<file path="config.mk">
export PLATFORM = sky130hd
export DESIGN_NAME = node_phase_scheduler
export DESIGN_NICKNAME = d
export VERILOG_FILES = /design/src/rtl/node_phase_scheduler.sv
export SDC_FILE = /design/constraint.sdc
export NUM_CORES = 1
export LEC_CHECK = 0
export CAP_MARGIN = 20
export CORE_MARGIN = 2
export CORE_UTILIZATION = 40
export CTS_CLUSTER_SIZE = 28
export DETAILED_ROUTE_END_ITERATION = 10
export PLACE_DENSITY = 0.65
export SLEW_MARGIN = 10
export SYNTH_ARGS = -nofsm -noshare
export SYNTH_HDL_FRONTEND = slang
export SYNTH_SLANG_ARGS = --single-unit
export TNS_END_PERCENT = 100
</file>
<file path="constraint.sdc">
create_clock -name clk -period 2.25 [get_ports clk]
set_clock_uncertainty 0.15 [all_clocks]
set_input_delay 0.225 -clock clk [delete_from_list [all_inputs] [get_ports clk]]
set_output_delay 0.225 -clock clk [all_outputs]
set_load 0.005 [all_outputs]
</file>
<file path="src/rtl/node_phase_scheduler.sv">
// Step scheduler for the node array: one-hot verlet pulses across all nodes, then
// CONSTRAINT_ITERS constraint passes, waiting on each node's finish with a timeout.
module node_phase_scheduler #(
  parameter int NODE_COUNT       = 5,
  parameter int CONSTRAINT_ITERS = 4,
  parameter int TIMEOUT_CYCLES   = 255,
  parameter int IDX_W            = (NODE_COUNT > 1) ? $clog2(NODE_COUNT) : 1
) (
  input  logic                  clk,
  input  logic                  reset,
  input  logic                  start,
  input  logic                  free_run,
  input  logic [NODE_COUNT-1:0] finish,
  output logic [NODE_COUNT-1:0] verlet_en,
  output logic [NODE_COUNT-1:0] constraint_en,
  output logic [IDX_W-1:0]      node_idx,
  output logic [7:0]            iter_idx,
  output logic                  busy,
  output logic                  step_done,
  output logic [31:0]           step_count,
  output logic                  timeout_err
);

  localparam int WAIT_W = (TIMEOUT_CYCLES > 1) ? $clog2(TIMEOUT_CYCLES) : 1;
  localparam logic [WAIT_W-1:0]     WAIT_LAST = WAIT_W'(TIMEOUT_CYCLES - 1);
  localparam logic [IDX_W-1:0]      NODE_LAST = IDX_W'(NODE_COUNT - 1);
  localparam logic [7:0]            ITER_LAST = 8'(CONSTRAINT_ITERS - 1);
  localparam logic [NODE_COUNT-1:0] NODE_ONE  = NODE_COUNT'(1);

  typedef enum logic [2:0] {
    S_IDLE, S_V_ISSUE, S_V_WAIT, S_C_ISSUE, S_C_WAIT, S_DONE
  } state_e;

  state_e            state_q, state_d;
  logic [IDX_W-1:0]  node_q, node_d;
  logic [7:0]        iter_q, iter_d;
  logic [WAIT_W-1:0] wait_q, wait_d;
  logic [31:0]       count_q, count_d;
  logic              err_q, err_d;
  logic              node_fin;
  logic              wait_end;

  assign node_fin = finish[node_q];
  // The last permitted wait cycle still honours finish before it counts as a timeout.
  assign wait_end = node_fin || (wait_q == WAIT_LAST);

  always_comb begin
    // NOTE: every next-state variable gets its hold value first so no latch is
    // inferred; blocking assignments are correct in combinational logic.
    state_d = state_q;
    node_d  = node_q;
    iter_d  = iter_q;
    wait_d  = wait_q;
    count_d = count_q;
    err_d   = err_q;
    unique case (state_q)
      S_IDLE: begin
        if (start) begin
          state_d = S_V_ISSUE;
          node_d  = '0;
          iter_d  = '0;
        end
      end
      S_V_ISSUE: begin
        state_d = S_V_WAIT;
        wait_d  = '0;
      end
      S_V_WAIT: begin
        if (wait_end) begin
          if (!node_fin) err_d = 1'b1;
          if (node_q != NODE_LAST) begin
            node_d  = node_q + IDX_W'(1);
            state_d = S_V_ISSUE;
          end else begin
            node_d  = '0;
            iter_d  = '0;
            state_d = S_C_ISSUE;
          end
        end else begin
          wait_d = wait_q + WAIT_W'(1);
        end
      end
      S_C_ISSUE: begin
        state_d = S_C_WAIT;
        wait_d  = '0;
      end
      S_C_WAIT: begin
        if (wait_end) begin
          if (!node_fin) err_d = 1'b1;
          if (node_q != NODE_LAST) begin
            node_d  = node_q + IDX_W'(1);
            state_d = S_C_ISSUE;
          end else if (iter_q != ITER_LAST) begin
            node_d  = '0;
            iter_d  = iter_q + 8'd1;
            state_d = S_C_ISSUE;
          end else begin
            state_d = S_DONE;
          end
        end else begin
          wait_d = wait_q + WAIT_W'(1);
        end
      end
      S_DONE: begin
        count_d = count_q + 32'd1;
        node_d  = '0;
        iter_d  = '0;
        state_d = free_run ? S_V_ISSUE : S_IDLE;
      end
      default: state_d = S_IDLE;
    endcase
  end

  always_ff @(posedge clk or negedge reset) begin
    if (!reset) begin
      state_q <= S_IDLE;
      node_q  <= '0;
      iter_q  <= '0;
      wait_q  <= '0;
      count_q <= '0;
      err_q   <= 1'b0;
    end else begin
      // NOTE: non-blocking so every register samples pre-edge values together.
      state_q <= state_d;
      node_q  <= node_d;
      iter_q  <= iter_d;
      wait_q  <= wait_d;
      count_q <= count_d;
      err_q   <= err_d;
    end
  end

  // Outputs decode straight from registers, so an asserted reset clears them at once.
  assign verlet_en     = (state_q == S_V_ISSUE) ? (NODE_ONE << node_q) : '0;
  assign constraint_en = (state_q == S_C_ISSUE) ? (NODE_ONE << node_q) : '0;
  assign node_idx      = node_q;
  assign iter_idx      = iter_q;
  assign busy          = (state_q != S_IDLE);
  assign step_done     = (state_q == S_DONE);
  assign step_count    = count_q;
  assign timeout_err   = err_q;

endmodule

</file>
==> results.txt <==
The fraction of final layout cells with drive strength greater than 1 is 0.1753, and the actual transition at the worst max-transition pin is 0.5094 ns. Maximum root-to-sink buffer count: 2. Synthesis produced a netlist with a net count of 317. For this design the ratio of total power to cell area is 808.7 nW/µm². The run gives 0 as the final number of setup-violating endpoints.

The signal on the critical path passes through inv_2 > buf_4 > ha_1 > nor3b_2 > clkdlybuf4s50_1. The logs give 3.361 mW for the total chip power and 11.90 mm for the wire length of the first global-routing pass. Clock latency on the worst-skew pair, taken at its later pin, is 0.31 ns.

The clock sink total is 55, and the fraction of registers with async set/reset is 1.000. For the peak ir drop on the vdd network, the log shows 0.5213 mV. The logs give 0 for the antenna cell count and 0.5670 for the core utilization of the finished layout.

The tools report the number of antenna violations at the first check in global routing as 0. Counting I/O delays and the setup requirement, the final critical path takes 2.202 ns. After detailed routing, the average wire length per cell comes to 14.43 µm. The aggregate global-route resource usage came out at 0.1728. After layout, the worst setup slack is 0.04849 ns.

Summed over all layers, the routed wires come to 7.026 mm. The width of the die was 91.33 µm. Of all nets on the critical path, the largest fanout is 6.

Yosys printed 0 warnings. The run gives 56 as the maximum number of pins on one net before global-route repair. The kind of cell with the highest combined delay along the critical path is buffers and inverters. The run gives 2,549 as the routed via count. The initialized floorplan defines 31 standard-cell rows. The class of the tightest hold or removal check was in2async.

For the setup slack at placement, the log shows 0.1256 ns. The maximum achievable frequency is 454.2 MHz, and the sequential share of the synthesized area is 0.4512. In this design, the stage delay of the slowest critical-path cell is 0.53 ns.

The register clock-pin slew on the reported worst setup and hold paths came out at 0.11 ns. By startpoint and endpoint, the worst setup path is classified as reg2out. The run gives 1.88 ns as the data required time at the worst endpoint. The slowest stage of the critical path belongs to the cell sky130_fd_sc_hd__clkdlybuf4s50_1. The logs give 0.6578 for the worst slew margin relative to its limit and 405 for the final net count. The max-slew violation count is 0, and the number of buffers created by CTS is 5. In the routed layout, each cell is associated on average with a via count of 5.234. The run gives 3050 µm² as the post-synthesis cell area. The post-synthesis area per instance is 10.20 µm². The library cell used most frequently in the layout, excluding fill and tap cells, is sky130_fd_sc_hd__clkdlybuf4s50_1. For the cell count after synthesis, the log shows 299.

The run finished with clean final reports. The netlist uses 52 different library cells. In the layout the commonest cells are sky130_fd_sc_hd__clkdlybuf4s50_1 (57), sky130_fd_sc_hd__dfrtp_1 (51), sky130_fd_sc_hd__buf_4 (28). The root buffer cell chosen for the clock tree is sky130_fd_sc_hd__clkbuf_8. Before antenna repair, the detailed router went through 4 iterations. The tools report the critical path capture point type as an output port. In this run, synthesis produced a sequential element count of 55. The number of enable flip-flop cells after synthesis was 0; the instance area after placement was 3933 µm². Area growth from synthesis to layout: 36.26%. The leading register cell type out of synthesis was sky130_fd_sc_hd__dfrtp_1.

The detail route stage leaves a number of antenna-violating nets equal to 0. After floorplanning, the core was sized to cover 7331 µm². The starting utilization of the core area is 0.4161, and the final global-route overflow total is 0. For the data arrival time at the worst-slack endpoint, the log shows 1.83 ns. The die covers 8340 µm².

In this run the vertical extent of the chip is 91.33 µm. The number of global-route vias before repair came out at 2,514. The first routing iteration left 142 violations. The final hold violation count was 0; the detailed placement HPWL was 5.041 mm. Fill cells in the final layout number 644. Across the run, the number of max-cap violations was 0. The static leakage was 1.856 nW; the count of boundary I/O pins was 65. The number of buffers and inverters on the critical path is 3. The final clock period utilization by the worst path came out at 0.9784. The tools report the element type at the critical path start as a flop. The finished cells cover 4156 µm². TritonCTS built the clock tree. The deepest level of the CTS H-tree is 2, and the routability congestion estimate from global placement is 0.8562. Buffers placed on the I/O ports in this run total 64. In the routed design, unresolved DRC markers number 0. Setup repair after global routing could not meet its margin everywhere.
## cell type report
class	count	area, µm²	area share
Clock buffer	5	68.82	0.01656
Clock inverter	3	28.78	0.006924
Inverter	6	22.52	0.005418
Multi-Input combinational cell	223	1625	0.3910
Sequential cell	55	1381	0.3323
Tap cell	99	123.9	0.02980
Timing Repair Buffer	96	905.9	0.2179
## cell families after synthesis
kind of cell / Yosys count / share of synthesized area
AND/OR/NAND/NOR: 129 / 0.2424
flip-flops: 55 / 0.4512
AO/OA/AOI/OAI: 39 / 0.09639
XOR/XNOR: 32 / 0.09188
buffers and inverters: 21 / 0.03281
multiplexers: 14 / 0.04840
adder cells (fa/ha/maj): 9 / 0.03692
## Yosys cell counts (2+ instances only)
| master | n | area [µm²] |
|---|---|---|
| sky130_fd_sc_hd__a211oi_2 | 2 | 25.02 |
| sky130_fd_sc_hd__a21o_1 | 2 | 15.01 |
| sky130_fd_sc_hd__a21oi_1 | 3 | 15.01 |
| sky130_fd_sc_hd__a31oi_1 | 4 | 25.02 |
| sky130_fd_sc_hd__and2_1 | 4 | 25.02 |
| sky130_fd_sc_hd__and3_1 | 13 | 81.33 |
| sky130_fd_sc_hd__and4_1 | 4 | 35.03 |
| sky130_fd_sc_hd__buf_2 | 5 | 25.02 |
| sky130_fd_sc_hd__buf_4 | 2 | 15.01 |
| sky130_fd_sc_hd__clkbuf_1 | 6 | 22.52 |
| sky130_fd_sc_hd__dfrtp_1 | 55 | 1376 |
| sky130_fd_sc_hd__ha_1 | 9 | 112.6 |
| sky130_fd_sc_hd__inv_1 | 6 | 22.52 |
| sky130_fd_sc_hd__mux2_2 | 2 | 22.52 |
| sky130_fd_sc_hd__mux2i_1 | 11 | 110.1 |
| sky130_fd_sc_hd__nand2_1 | 27 | 101.4 |
| sky130_fd_sc_hd__nand2b_1 | 2 | 12.51 |
| sky130_fd_sc_hd__nand3_1 | 23 | 115.1 |
| sky130_fd_sc_hd__nand4_1 | 10 | 62.56 |
| sky130_fd_sc_hd__nor2_1 | 10 | 37.54 |
| sky130_fd_sc_hd__nor2b_1 | 3 | 18.77 |
| sky130_fd_sc_hd__nor3_1 | 11 | 55.05 |
| sky130_fd_sc_hd__nor3b_1 | 6 | 45.04 |
| sky130_fd_sc_hd__nor4b_1 | 3 | 26.28 |
| sky130_fd_sc_hd__o21ai_0 | 3 | 15.01 |
| sky130_fd_sc_hd__o21ai_1 | 2 | 10.01 |
| sky130_fd_sc_hd__o22ai_1 | 2 | 12.51 |
| sky130_fd_sc_hd__o31ai_1 | 6 | 45.04 |
| sky130_fd_sc_hd__o41ai_1 | 8 | 70.07 |
| sky130_fd_sc_hd__or3_1 | 3 | 18.77 |
| sky130_fd_sc_hd__xnor2_1 | 24 | 210.2 |
| sky130_fd_sc_hd__xor2_1 | 8 | 70.07 |
## sequential cells by signal, indices dropped and copies added, names as in the netlist
signal and flops:
step_count 32, timeout_err 1, state_q 3, wait_q 8, iter_idx 8, node_idx 3
## metal layers
metal / track usage / routed length (µm)
met5: 0 / 0
met4: 0.03535 / 57
met3: 0.03402 / 309
met2: 0.2710 / 3275
met1: 0.2492 / 3383
## per-stage QoR
stage | hold WS, ns | cells | setup TNS (ns)
6_report | 0.2858 | 487 | 0
5_1_grt | 0.2889 | 487 | -0.1377
4_1_cts | 0.2887 | 485 | 0
3_5_place_dp | 0.1010 | 472 | 0
3_3_place_gp | 0.09912 | 472 | 0
2_1_floorplan | -0.2206 | 299 | 0
## report_power, final
part	internal [mW]	leakage [nW]	total [mW]	switching (mW)
Clock	0.232	0.0502	0.591	0.359
Sequential	1.10	0.750	1.22	0.123
Combinational	0.747	1.06	1.55	0.805
Total	2.07	1.86	3.36	1.29
## timing repair
action	CTS	global route
hold buffers	1	0
pin swaps	0	0
gates resized for setup	13	12
endpoints found under the setup margin	10	8
endpoints found under the hold margin	55	0
buffers inserted	4	2
## tightest hold or removal path, cell delays in order
cell,delay (ns)
sky130_fd_sc_hd__dlygate4sd3_1,0.52
sky130_fd_sc_hd__buf_2,0.12
sky130_fd_sc_hd__buf_12,0.28
## path summary, 6_finish.rpt
path	from	cells past startpoint	endpoint	slack, ns
setup / recovery	node_idx[1]	5	constraint_en[1]	0.05
hold / removal	reset	3	iter_idx[7]	0.29
setup reg to reg	state_q[2]	6	iter_idx[1]	0.11
hold reg to reg	timeout_err	1	timeout_err	0.33
max in group asynchronous	reset	3	state_q[1]	1.42
min in group clk	free_run	3	state_q[0]	0.32
(Power assumes the default switching activity.)
